$ cat src/rtl/adder_tree_sched_if.sv
// Handshake bundle for adder_tree_sched: vector input channel and result output channel.
interface adder_tree_sched_if #(
    parameter int NUM_ELEMENTS = 10,
    parameter int BIT_LEN      = 16
);
    logic                            in_valid;
    logic                            in_ready;
    logic [NUM_ELEMENTS*BIT_LEN-1:0] in_terms;
    logic                            out_valid;
    logic                            out_ready;
    logic [BIT_LEN-1:0]              out_sum;
    logic                            out_ovf;

    // Producer/consumer side driving the block.
    modport master (
        output in_valid, in_terms, out_ready,
        input  in_ready, out_valid, out_sum, out_ovf
    );

    // The summing block itself.
    modport slave (
        input  in_valid, in_terms, out_ready,
        output in_ready, out_valid, out_sum, out_ovf
    );
endinterface

$ cat src/rtl/adder_tree_sched.sv
// Time-multiplexed vector summer: one LANES-wide adder tree is reused over
// CHUNKS cycles, folding each chunk into a wide accumulator.

// Pure combinational binary reduction tree; unused leaves are tied to zero.
module adder_tree_2_to_1 #(
    parameter int NUM_ELEMENTS = 4,
    parameter int BIT_LEN      = 16
) (
    input  logic [NUM_ELEMENTS*BIT_LEN-1:0] i_terms,
    output logic [BIT_LEN-1:0]              o_sum
);
    localparam int DEPTH  = (NUM_ELEMENTS > 1) ? $clog2(NUM_ELEMENTS) : 0;
    localparam int LEAVES = 1 << DEPTH;

    genvar lv, k;
    generate
        for (lv = 0; lv <= DEPTH; lv++) begin : g_lvl
            logic [BIT_LEN-1:0] w_node [LEAVES >> lv];
            for (k = 0; k < (LEAVES >> lv); k++) begin : g_node
                if (lv == 0) begin : g_leaf
                    if (k < NUM_ELEMENTS) begin : g_in
                        assign w_node[k] = i_terms[k*BIT_LEN +: BIT_LEN];
                    end else begin : g_zero
                        assign w_node[k] = '0;
                    end
                end else begin : g_add
                    assign w_node[k] = g_lvl[lv-1].w_node[2*k] + g_lvl[lv-1].w_node[2*k+1];
                end
            end
        end
    endgenerate

    assign o_sum = g_lvl[DEPTH].w_node[0];
endmodule

module adder_tree_sched #(
    parameter int NUM_ELEMENTS = 10,
    parameter int BIT_LEN      = 16,
    parameter int LANES        = 4
) (
    input  logic                clk,
    input  logic                rst_n,
    adder_tree_sched_if.slave   bus,
    output logic                busy
);
    localparam int CHUNKS = (NUM_ELEMENTS + LANES - 1) / LANES;
    localparam int TREE_W = BIT_LEN + $clog2(LANES);
    localparam int ACC_W  = BIT_LEN + $clog2(NUM_ELEMENTS) + 1;
    localparam int IDX_W  = (CHUNKS > 1) ? $clog2(CHUNKS) : 1;
    localparam int PAD_W  = CHUNKS * LANES * BIT_LEN;
    localparam logic [IDX_W-1:0] LAST_IDX = IDX_W'(CHUNKS - 1);

    localparam logic [1:0] S_IDLE = 2'd0;
    localparam logic [1:0] S_RUN  = 2'd1;
    localparam logic [1:0] S_DONE = 2'd2;

    logic [1:0]                      r_state;
    logic [IDX_W-1:0]                r_idx;
    logic [ACC_W-1:0]                r_acc;
    logic [NUM_ELEMENTS*BIT_LEN-1:0] r_terms;

    logic [PAD_W-1:0]         w_padded;
    logic [LANES*BIT_LEN-1:0] w_slice;
    logic [LANES*TREE_W-1:0]  w_tree_in;
    logic [TREE_W-1:0]        w_tree_sum;

    // Zero-extending the captured vector to a whole number of chunks makes
    // the lanes past the last element read as zero in the final chunk.
    assign w_padded = PAD_W'(r_terms);
    assign w_slice  = w_padded[32'(r_idx) * LANES * BIT_LEN +: LANES * BIT_LEN];

    genvar l;
    generate
        for (l = 0; l < LANES; l++) begin : g_lane
            assign w_tree_in[l*TREE_W +: TREE_W] = TREE_W'(w_slice[l*BIT_LEN +: BIT_LEN]);
        end
    endgenerate

    adder_tree_2_to_1 #(
        .NUM_ELEMENTS (LANES),
        .BIT_LEN      (TREE_W)
    ) u_tree (
        .i_terms (w_tree_in),
        .o_sum   (w_tree_sum)
    );

    // FSM: capture in IDLE, accumulate one chunk per cycle in RUN, hold result in DONE.
    always_ff @(posedge clk) begin
        if (!rst_n) begin
            r_state <= S_IDLE;
            r_idx   <= '0;
            r_acc   <= '0;
            r_terms <= '0;
        end else begin
            case (r_state)
                S_IDLE: begin
                    if (bus.in_valid) begin
                        r_terms <= bus.in_terms;
                        r_acc   <= '0;
                        r_idx   <= '0;
                        r_state <= S_RUN;
                    end
                end
                S_RUN: begin
                    r_acc <= r_acc + ACC_W'(w_tree_sum);
                    if (r_idx == LAST_IDX) begin
                        // index parks at 0 so the slice never points past the vector
                        r_idx   <= '0;
                        r_state <= S_DONE;
                    end else begin
                        r_idx <= r_idx + 1'b1;
                    end
                end
                S_DONE: begin
                    if (bus.out_ready) r_state <= S_IDLE;
                end
                default: r_state <= S_IDLE;
            endcase
        end
    end

    assign bus.in_ready  = (r_state == S_IDLE);
    assign bus.out_valid = (r_state == S_DONE);
    assign bus.out_sum   = bus.out_valid ? r_acc[BIT_LEN-1:0] : '0;
    assign bus.out_ovf   = bus.out_valid ? (|r_acc[ACC_W-1:BIT_LEN]) : 1'b0;
    assign busy          = (r_state != S_IDLE);
endmodule

$ cat src/flat_wrapper.sv
// flat-port wrapper written by rule: the top's interface ports become plain ports
module adder_tree_sched_flat 
#(
    parameter int NUM_ELEMENTS = 10,
    parameter int BIT_LEN      = 16,
    parameter int LANES        = 4
)
  (clk, rst_n, busy, bus_in_valid, bus_in_terms, bus_out_ready, bus_in_ready, bus_out_valid, bus_out_sum, bus_out_ovf);
  adder_tree_sched_if #(.NUM_ELEMENTS(NUM_ELEMENTS), .BIT_LEN(BIT_LEN)) bus_i ();
  input  logic clk;
  input  logic rst_n;
  output logic busy;
  input wire logic [$bits(bus_i.in_valid)-1:0] bus_in_valid;
  input wire logic [$bits(bus_i.in_terms)-1:0] bus_in_terms;
  input wire logic [$bits(bus_i.out_ready)-1:0] bus_out_ready;
  output wire logic [$bits(bus_i.in_ready)-1:0] bus_in_ready;
  output wire logic [$bits(bus_i.out_valid)-1:0] bus_out_valid;
  output wire logic [$bits(bus_i.out_sum)-1:0] bus_out_sum;
  output wire logic [$bits(bus_i.out_ovf)-1:0] bus_out_ovf;
  assign bus_i.in_valid = bus_in_valid;
  assign bus_i.in_terms = bus_in_terms;
  assign bus_i.out_ready = bus_out_ready;
  assign bus_in_ready = bus_i.in_ready;
  assign bus_out_valid = bus_i.out_valid;
  assign bus_out_sum = bus_i.out_sum;
  assign bus_out_ovf = bus_i.out_ovf;
  adder_tree_sched #(.NUM_ELEMENTS(NUM_ELEMENTS), .BIT_LEN(BIT_LEN), .LANES(LANES)) u_core (.clk(clk), .rst_n(rst_n), .bus(bus_i), .busy(busy));
endmodule
$ cat config.mk
export PLATFORM = sky130hd
export DESIGN_NAME = adder_tree_sched_flat
export DESIGN_NICKNAME = d
export VERILOG_FILES = /design/src/rtl/adder_tree_sched_if.sv /design/src/rtl/adder_tree_sched.sv /design/src/flat_wrapper.sv
export SDC_FILE = /design/constraint.sdc
export NUM_CORES = 1
export LEC_CHECK = 0
export CAP_MARGIN = 20
export CORE_MARGIN = 4
export CORE_UTILIZATION = 45
export DETAILED_ROUTE_END_ITERATION = 6
export PLACE_DENSITY = 0.69
export RECOVER_POWER = 25
export SYNTH_ARGS = -nofsm -noshare
export SYNTH_HDL_FRONTEND = slang
export SYNTH_SLANG_ARGS = --single-unit
$ cat constraint.sdc
create_clock -name clk -period 8.31 [get_ports clk]
set_clock_uncertainty 0.05 [all_clocks]
set_input_delay 1.2465 -clock clk [delete_from_list [all_inputs] [get_ports clk]]
set_output_delay 1.2465 -clock clk [all_outputs]
set_load 0.05 [all_outputs]
[After elaboration in Yosys (flattened, before gate mapping)]
Cells that the tools add are included.
Cells by class
  reductions and logical operators: 7
  muxes and demuxes: 11
  add/sub/neg operators: 5
  eq/ne operators: 6
  shift-type cells: 1
Operators by type and width (number)
  $shiftx 192x9->64: 1
  $pmux 21 s2: 1
  $add 16x16->17: 2
  $add 21x18->21: 1
  $mux 21: 1
  $add 18x17->18: 1
  $mux 16: 1
  $mux 2: 5
  $pmux 2 s3: 1
  $reduce_or 5->1: 1
  $eq 2x2->1 const B: 2
  $ne 2x2->1 const B: 2
  $pmux 2 s2: 1
  $reduce_and 2->1: 2
  $reduce_bool 2->1: 2
  $reduce_and 3->1: 1
  $add 2x1->2 const B: 1
  $eq 2x1->1 const B: 1
  $logic_not 2->1: 1
  $ne 2x1->1 const B: 1
  $mux 1: 1
Word-level totals
  register bits: 185
  word-level logic and storage cells: 34
  output and inout port bits: 20

[Depth between registers and ports, before layout]
Gate-level depths: netlist of run 1.
  depth in word-level cells: 5
  depth in mapped cells: 31
  depth with buffers taken out: 28

[Cells and area by module]
From an unflattened synthesis of run 1, not the netlist that was laid out.
Second synthesis, totals
  cell total of the unflattened synthesis: 1384
  area total of the unflattened synthesis: 10955.5 sq um
By module, submodules not included
  adder_tree_sched: area each 9024.9 sq um, seq. area each 3703.6 sq um, instances 1, cells each 1143
  adder_tree_2_to_1: area each 1930.6 sq um, seq. area each 0.0 sq um, instances 1, cells each 241

[Worst setup path before layout of run 1]
OpenSTA, ideal clock, no wires.
  kind: register -> register
  start: reg u_core.r_idx[0]
  end: reg u_core.r_acc[18]
  library setup time: 120 ps
  arrival: 5931 ps
  required time: 8140 ps
  stages on the path, launching flop included: 30
  setup slack: 2210 ps
  buffers on the path: 4
  cells stage by stage: dfxtp_1 > clkbuf_1 > buf_2 > buf_2 > mux2i_1 > o21ai_0 > ha_1 > inv_1 > fa_1 > nor2b_1 > o21a_1 > o21a_1 > o31ai_1 > a21oi_1 > xnor2_1 > fa_1 > inv_1 > ha_1 > a2111o_1 > o21ai_1 > o21bai_1 > a21oi_1 > xnor2_1 > ha_1 > clkbuf_1 > a21o_1 > a21o_1 > a211oi_1 > o31ai_1 > a211o_1
On the way
  longest elaborated chain between the ends: 5
  elaborated cells on any way between the ends: 6
  classes of those cells: add/sub (4); shift (1); mux (1)
RTL lines
  start, declared: line adder_tree_sched.sv:58  | logic [IDX_W-1:0] r_idx;
  start signal, assigned: line adder_tree_sched.sv:111  | r_idx <= r_idx + 1'b1;
  $shiftx 192x9->64 *: line adder_tree_sched.sv:70  | assign w_slice = w_padded[32'(r_idx) * LANES * BIT_LEN +: LANES * BIT_LEN];
  $add 16x16->17: line adder_tree_sched.sv:27  | assign w_node[k] = g_lvl[lv-1].w_node[2*k] + g_lvl[lv-1].w_node[2*k+1];
  $add 18x17->18 *: line adder_tree_sched.sv:27
  $add 21x18->21 *: line adder_tree_sched.sv:105  | r_acc <= r_acc + ACC_W'(w_tree_sum);
  $pmux 21 s2 *: line adder_tree_sched.sv:95  | case (r_state)
  end signal, assigned: line adder_tree_sched.sv:105
  end, declared: line adder_tree_sched.sv:59  | logic [ACC_W-1:0] r_acc;
Every way passes the cells marked *; elsewhere a longest branch is shown, timed or not.
A chain may end at the register's enable or synchronous reset.

[Worst setup path in the final report of run 1]
  start: reg u_core.r_idx[0]
  end: reg u_core.r_acc[17]
Same word-level chain as after synthesis.

==> results of run 1 <==
final cells by class:
cell class	instances	area (um^2)
multi-input cells	1060	6790
fillers	2206	10200
flip-flops and latches	185	3710
clock buffers	17	425
inverters	46	173
repair buffers	191	1880
well taps	319	399
clock inverters	15	178
stage by stage:
step,hold WS (ns),power (mW),setup slack [ns],cell area [um^2]
finish,0.416,2.58,1.60,13600
detailed placement,0.407,1.76,1.62,12900
global route,0.441,2.73,1.14,13600
CTS,0.418,2.60,1.60,13600
global placement,0.401,1.76,1.81,12900
floorplan,0.391,1.53,2.21,11000
cells by family (layout without fill, tap and decap cells):
kind of cell | after synthesis | after routing | synth area share
XOR/XNOR | 32 | 32 | 0.0254
buffers and inverters | 138 | 269 | 0.0488
AO/OA/AOI/OAI | 357 | 357 | 0.227
multiplexers | 69 | 69 | 0.0627
flip-flops | 185 | 185 | 0.336
AND/OR/NAND/NOR | 532 | 532 | 0.207
adder cells (fa/ha/maj) | 70 | 70 | 0.0924
power groups by stage:
stage               Clock (mW)  Sequential, mW  Combinational (mW)
finish                   0.830           0.997               0.749
global route             0.884            1.01               0.837
CTS                      0.850           0.997               0.749
detailed placement           0            1.02               0.745
global placement             0            1.02               0.740
floorplan                    0           0.993               0.538
registers in the layout (all words and copies together) (netlist names):
register	count
u_core.r_acc	21
u_core.r_idx	2
u_core.r_state	2
u_core.r_terms	160
final timing paths:
kind,cells past startpoint,from,slack (ns),endpoint
min reg2reg,2,u_core.r_terms[55],0.42,u_core.r_terms[55]
max,26,u_core.r_idx[0],1.60,u_core.r_acc[17]
min,2,u_core.r_terms[55],0.42,u_core.r_terms[55]
max reg2reg,26,u_core.r_idx[0],1.60,u_core.r_acc[17]
routing by layer:
layer	wire length [um]	GRT usage	up-vias
li1	-	-	4916
met1	13500	0.287	4372
met2	14300	0.367	197
met3	1290	0.0379	28
met4	369	0.0446	0
met5	0	0	-
worst register-to-register path, cell delays in order, from the launching register on:
cell and delay (ns):
dfxtp_4 0.85, nor2b_1 0.27, nand2_1 0.13, o21ai_0 0.09, ha_1 0.26, inv_1 0.07
fa_1 0.20, nor2b_1 0.06, o21a_1 0.18, o21a_1 0.21, o31ai_1 0.37, a21oi_1 0.14
xnor2_1 0.18, fa_1 0.54, inv_1 0.04, ha_1 0.39, a2111oi_0 0.42, a21oi_1 0.07
o21ai_1 0.22, xnor2_1 0.18, ha_1 0.34, nand4_1 0.13, nor2_1 0.07, a311oi_2 0.41
a211oi_1 0.16, or3_1 0.33, a32o_1 0.25
cells in the final DEF (no fill, tap or decap), drive strengths merged, types with 3 or more instances in the layout:
cell type	instances
o21bai	5
nor2b	12
nand2	383
clkbuf	19
a211o	3
nor3	7
o21a	11
and3	3
or2	34
nand3b	3
xor2	13
xnor2	19
a21o	25
a21oi	32
fa	19
a22oi	3
o31ai	5
o22ai	26
buf	7
a31oi	11
o21ai	43
inv	53
nand2b	9
nand4	5
nand3	15
clkinv	5
a211oi	13
mux2i	69
and2	21
ha	51
nor2	29
clkdlybuf4s50	182
dfxtp	185
or3	6
a21boi	163
==> flow_summary.ini, run 1 <==
[global_route]
antenna_found_initial = 0
grt_pass1_wl_mm = 46.8
gr-total-overflow = 0
grt_use_total = 0.215
grt_max_degree = 98
grt_pass1_vias = 9086

[worst_setup_path]
cpPeakStageDelay_ns = 0.85
path_buf_inv = 2
cp_slowest_cell = dfxtp_4
critPathTopFamily = compound AO/OA/AOI/OAI gates
crit_arrival_ns = 6.99
crit_fanout = 50
crit_required_ns = 8.59
critPathLaunchType = register
crit_path_end_kind = register
worst_path_most_repeated_cell = ha_1
worstSetupPathType = reg2reg

[logic_synthesis]
ys_warn_count = 0
ys.flop_type = dfxtp_1
synth_common_cells = nand2_1 (383), dfxtp_1 (185), a21boi_0 (163)
synth_top_area_cell = dfxtp_1
yosys.cell_count.top_type = nand2_1
synth_area_per_cell_um2 = 7.97
ys_ff_latch = 185
synth_cells = 1383
synth_area_leaders = dfxtp_1 (34%), nand2_1 (13%), a21boi_0 (11%)
synth_edf_count = 0
synth_fp_nets = 1617
synth_seq_area_share = 0.336
yosysUniqueCellTypes = 57
syn_area_mm2 = 0.0110
yosys.area.top_type_share = 0.336
async_flop_share = 0

[placement]
gp_congestion = 0.915
dp.final_hpwl_mm = 21.9
port_buffers = 183
dp.cells = 1800

[clock_tree]
cts-htree-levels = 4
cts.clk_slew.worst_paths_ns = 0.08
postCtsSetupRepairBufs = 0
cts_tree = done
postCtsHoldBufs = 0
clkLatencyLatePin_ns = 0.44
cts-resized-gates = 0
clock-root-buffer = clkbuf_16
cts_buffer_depth = 2
clkSinkCount = 185
numCtsBuffers = 17

[timing]
setup_viol = 0
rsz0062_at_grt = no
finalCritPeriodShare = 0.808
worstMarginPinSlew_ns = 3.18
fmax_mhz = 149
setup_tns_ns = 0
slew_headroom = -1.12
report.final.hold_viol_count = 0
drv_slew = 187
min_period_ns = 6.71

[floorplanning]
fp.dieH_um = 164
start_util = 0.464
die_w_um = 164
core_mm2 = 0.0238
dieArea_mm2 = 0.0270
io_pins = 184
rows = 56

[drt]
dr.pass1.iters = 5
via_per_inst = 5.19
via_count = 9513
wl_per_cell_um = 16.1
drt_iter0_drc = 624
drc_errors = 0
wl_mm = 29.5
antenna_left = 0

[final_layout]
finalNonFillerCells = 1833
fin_util = 0.570
drive_gt1_frac = 0.0548
area_growth_pct = 23.0
diodes = 0
layout.nets = 1735

[run_status]
status = finished with violations
violations = capacitance limit, slew limit

[power]
combPwrFrac = 0.291
power.share.sequential = 0.387
p_switching_uw = 861
p_int_mw = 1.71
power.share.clock = 0.322
swShare = 0.334
vdd_ir_drop_max_mv = 0.129
power.leakage_nw = 5.42
p_per_area_mw_per_mm2 = 190

[min_path]
hold_class = reg2reg

[job]
maxCapViolCount = 2
Power figures use the tool's default switching activity.
==> run 2, diff against run 1 <==
Settings changed: PLACE_DENSITY 0.69 to 0.72.
Clock period 8.31 ns to 5.9 ns, I/O delays scaled along.
==> flow_summary.ini, run 2 (synthesis results as in run 1) <==
[run_status]
status = finished with violations
violations = capacitance limit, slew limit

[min_path]
whs_path_depth = 2
hold_class = reg2reg

[global_route]
grt_pass1_vias = 9410
grt_max_degree = 121
gr-total-overflow = 0
grt_use_total = 0.213
grt_pass1_wl_mm = 46.6
antenna_found_initial = 0

[drt]
via_count = 9985
dr.pass1.iters = 5
via_per_inst = 5.28
drt_iter0_drc = 717
wl_per_cell_um = 16.2
antenna_left = 0
wl_mm = 30.6
drc_errors = 0

[clock_tree]
numCtsBuffers = 17
clkSinkCount = 185
cts.clk_slew.worst_paths_ns = 0.08
clkLatencyLatePin_ns = 0.44
cts_buffer_depth = 2
postCtsHoldBufs = 0
cts-htree-levels = 4
clock-root-buffer = clkbuf_16
cts_tree = done

[worst_setup_path]
crit_fanout = 14
reg2reg_slack_ns = 0.02
crit_arrival_ns = 6.15
cp.depth = 25
crit_required_ns = 6.18
reg2reg_depth = 25
worst_path_most_repeated_cell = buf_4
cpPeakStageDelay_ns = 0.53
path_buf_inv = 6
crit_path_end_kind = register
critPathTopFamily = compound AO/OA/AOI/OAI gates
worstSetupPathType = reg2reg
cp_slowest_cell = fa_1
critPathLaunchType = register

[power]
vdd_ir_drop_max_mv = 0.169
p_switching_mw = 1.32
combPwrFrac = 0.339
swShare = 0.342
p_per_area_mw_per_mm2 = 267
p_int_mw = 2.55
power.share.sequential = 0.360
power.leakage_nw = 5.77
power.share.clock = 0.301

[timing]
report.final.hold_viol_count = 0
worstMarginPinSlew_ns = 4.02
setup_viol = 0
fmax_mhz = 170
drv_slew = 217
slew_headroom = -1.68
finalCritPeriodShare = 0.996
rsz0062_at_grt = yes
setup_tns_ns = 0
min_period_ns = 5.88

[final_layout]
layout_common_cells = nand2_1 (379), dfxtp_1 (183), clkdlybuf4s50_1 (181), a21boi_0 (163), mux2i_1 (65)
final_common_cell = nand2_1
fin_util = 0.610
diodes = 0
reg_top3 = u_core.r_terms: 160 flops, u_core.r_acc: 21 flops
layout.nets = 1794
finalNonFillerCells = 1892
largest_reg_flops = 160
drive_gt1_frac = 0.135
area_growth_pct = 31.5
max_flop_register = u_core.r_terms

[placement]
port_buffers = 183
gp_congestion = 0.902
dp.final_hpwl_mm = 22.2
dp.cells = 1831

[floorplanning]
rows = 56
dieArea_mm2 = 0.0270
fp.dieH_um = 164
die_w_um = 164
io_pins = 184
start_util = 0.464
core_mm2 = 0.0238

[job]
maxCapViolCount = 2
run 2: cell count changes in the layout (fill, tap and decap cells not counted), sizes merged:
cell / delta
clkdlybuf4s50: -1
buf: +56
clkinv: +2
clkbuf: +3
clkinvlp: -1
bufinv: -1
dlygate4sd3: +1
run 2: final timing paths:
kind,end,startpoint
min,u_core.r_terms[30],u_core.r_terms[30]
min reg2reg,u_core.r_terms[30],u_core.r_terms[30]
max,u_core.r_acc[17],u_core.r_idx[0]
max reg2reg,u_core.r_acc[17],u_core.r_idx[0]
run 2: power groups by stage:
stage | Clock [mW] | Sequential [mW] | Combinational (mW)
5_1_grt | 1.24 | 1.41 | 1.45
6_report | 1.17 | 1.40 | 1.31
3_5_place_dp | 0 | 1.42 | 1.13
2_1_floorplan | 0 | 1.40 | 0.759
4_1_cts | 1.19 | 1.39 | 1.16
3_3_place_gp | 0 | 1.42 | 1.12
run 2: timing repair:
item,in CTS,in global routing
setup buffers,4,21
cloned,0,2
endpoints found under the setup margin,7,10
gates resized for setup,13,79
pin swaps,10,64
run 2: worst reg2reg max path: stages, from the launching register on:
cell	delay (ns)
dfxtp_4	0.42
buf_4	0.14
clkbuf_16	0.14
buf_4	0.21
o22ai_1	0.13
ha_1	0.36
o21ai_0	0.11
nor2_1	0.21
o21ai_2	0.14
buf_4	0.16
o31ai_4	0.28
buf_4	0.16
xnor2_2	0.07
fa_1	0.53
inv_1	0.06
ha_4	0.26
and3_1	0.19
a311o_1	0.35
a31oi_1	0.25
xnor2_1	0.18
ha_1	0.30
a21oi_2	0.16
o21ai_2	0.09
a31o_2	0.23
or3_1	0.35
a32o_1	0.22
run 2: final cells by class:
class	instances	area (um^2)
flip-flops and latches	185	3710
well taps	319	399
clock buffers	17	425
inverters	46	173
multi-input cells	1060	7190
fillers	2058	9260
clock inverters	15	190
repair buffers	250	2400
run 2: per-layer routing:
layer  global-route usage  vias up  part of all wire
met4               0.0628        0             0.024
met1                0.279     4621              0.44
met5                    0        -                 0
li1                     -     5048                 -
met2                0.359      269              0.49
met3               0.0384       47             0.048
run 2: through the flow:
| step | hold WS, ns | power (mW) | worst slack, ns | cell area, um^2 |
|---|---|---|---|---|
| 3_3_place_gp | 0.401 | 2.54 | 0.0726 | 13200 |
| 2_1_floorplan | 0.391 | 2.16 | 0.0211 | 11000 |
| 5_1_grt | 0.438 | 4.09 | -0.198 | 14500 |
| 6_report | 0.418 | 3.88 | 0.0225 | 14500 |
| 4_1_cts | 0.416 | 3.74 | 0.00436 | 13900 |
| 3_5_place_dp | 0.407 | 2.56 | -0.130 | 13200 |
==> run 3, diff against run 2 <==
Settings changed: CORE_UTILIZATION 45 to 39, PLACE_DENSITY 0.72 to unset.
==> flow_summary.ini, run 3 (synthesis results as in run 1) <==
[run_status]
status = finished with violations
violations = capacitance limit, slew limit

[job]
maxCapViolCount = 2

[timing]
report.final.hold_viol_count = 0
min_period_ns = 5.88
setup_tns_ns = 0
fin_ws_ns = 0.0220
slew_headroom = -1.43
worstMarginPinSlew_ns = 3.65
rsz0062_at_grt = yes
whs_ns = 0.414
fmax_mhz = 170
setup_viol = 0
finalCritPeriodShare = 0.996
drv_slew = 185

[clock_tree]
postCtsHoldBufs = 0
clkLatencyLatePin_ns = 0.43
cts-htree-levels = 4
cts_buffer_depth = 2
cts_tree = done
cts.clk_slew.worst_paths_ns = 0.08
clkSinkCount = 185
numCtsBuffers = 17
clock-root-buffer = clkbuf_16

[drt]
antenna_left = 0
wl_per_cell_um = 15.8
wl_mm = 30.8
via_count = 9801
drt_iter0_drc = 549
via_per_inst = 5.04
dr.pass1.iters = 5
drc_errors = 0

[final_layout]
max_flop_register = u_core.r_terms
final_common_cell = nand2_1
reg_top3 = u_core.r_terms: 160 flops, u_core.r_acc: 21 flops
finalNonFillerCells = 1944
area_growth_pct = 31.2
layout.nets = 1787
layout_common_cells = nand2_1 (382), dfxtp_1 (183), clkdlybuf4s50_1 (181), a21boi_0 (163), mux2i_1 (65)
nFillCells = 2703
diodes = 0
drive_gt1_frac = 0.123
largest_reg_flops = 160

[floorplanning]
start_util = 0.395
io_pins = 184
die_w_um = 176
core_mm2 = 0.0279
rows = 61
dieArea_mm2 = 0.0310
fp.dieH_um = 176

[global_route]
met1_usage = 0.245
grt_use_total = 0.189
met2_usage = 0.336
antenna_found_initial = 0
met3_usage = 0.0340
grt_max_degree = 118
grt_pass1_wl_mm = 47.5
gr-total-overflow = 0
grt_pass1_vias = 9426
busiest_layer = met2

[placement]
dp.cells = 1890
dp.final_hpwl_mm = 22.7
dp_slack_ns = -0.0143
gp_congestion = 0.900
port_buffers = 183

[worst_setup_path]
crit_arrival_ns = 6.15
reg2reg_depth = 27
reg2reg_slack_ns = 0.02
timing.rr.start = u_core.r_idx[0]
critPathLaunchType = register
crit_required_ns = 6.18
r2r-end = u_core.r_acc[14]
worstSetupPathType = reg2reg
crit_fanout = 12
crit_path_end_kind = register

[min_path]
min_to = u_core.r_terms[39]
whs_path_depth = 2
hold_class = reg2reg
min-delay-start = u_core.r_terms[39]

[power]
p_per_area_mw_per_mm2 = 267
power.leakage_nw = 5.71
vdd_ir_drop_max_mv = 0.221
-- run 3: through the flow --
step	cell area (um^2)	power (mW)	util
global placement	13300	2.54	0.477
finish	14400	3.86	0.519
floorplan	11000	2.16	-
CTS	13900	3.74	0.499
detailed placement	13300	2.55	0.477
global route	14400	4.08	0.519
-- run 3: power by group --
group          internal (mW)  switching, mW
combinational          0.613          0.665
clock                  0.611          0.569
sequential              1.34         0.0608
total                   2.56           1.30
-- run 3: how the worst max path moves through the flow --
| stage | cells after the start | from | end | slack [ns] |
|---|---|---|---|---|
| finish | 27 | u_core.r_idx[0] | u_core.r_acc[14] | 0.02 |
| global route | 29 | u_core.r_idx[0] | u_core.r_acc[14] | -0.25 |
| CTS | 26 | u_core.r_idx[0] | u_core.r_acc[17] | 0.01 |
| detailed placement | 25 | u_core.r_idx[0] | u_core.r_acc[18] | -0.01 |
| global placement | 25 | u_core.r_idx[0] | u_core.r_acc[17] | 0.10 |
| floorplan | 27 | u_core.r_idx[0] | u_core.r_acc[17] | 0.02 |
-- run 3: worst max-delay path: stages (launching register included) --
cell	delay, ns
dfxtp_4	0.44
buf_12	0.17
mux2i_1	0.18
o22ai_1	0.11
ha_1	0.35
nor2b_1	0.15
o21a_1	0.19
o21a_2	0.25
o31ai_4	0.28
a21oi_2	0.12
xnor2_2	0.16
fa_1	0.50
inv_2	0.05
ha_4	0.28
buf_6	0.12
o21ai_0	0.10
a21oi_1	0.26
o21ai_4	0.12
o21bai_1	0.19
a21oi_1	0.11
xnor2_1	0.19
ha_2	0.34
a21o_1	0.19
a21o_1	0.17
a211oi_2	0.29
o31ai_4	0.13
xnor2_1	0.19
o21ai_1	0.09
-- run 3: final cells by class --
class | instances | area, um^2 | area share
Clock buffer | 17 | 425 | 0.0294
Clock inverter | 15 | 178 | 0.0123
Inverter | 46 | 173 | 0.0120
Multi-Input combinational cell | 1060 | 7120 | 0.493
Sequential cell | 185 | 3710 | 0.257
Tap cell | 378 | 473 | 0.0327
Timing Repair Buffer | 243 | 2370 | 0.164
-- run 3: what timing repair did --
action	4_1_cts	5_1_grt
pin swaps	0	56
setup buffers	0	20
gates cloned	0	1
setup endpoints to repair	3	11
gates resized for setup	3	83
-- run 3: per-layer routing --
metal,share of wire,vias up
met3,0.043,24
met1,0.44,4539
met2,0.50,217
met4,0.0094,0
met5,0,-
li1,-,5021
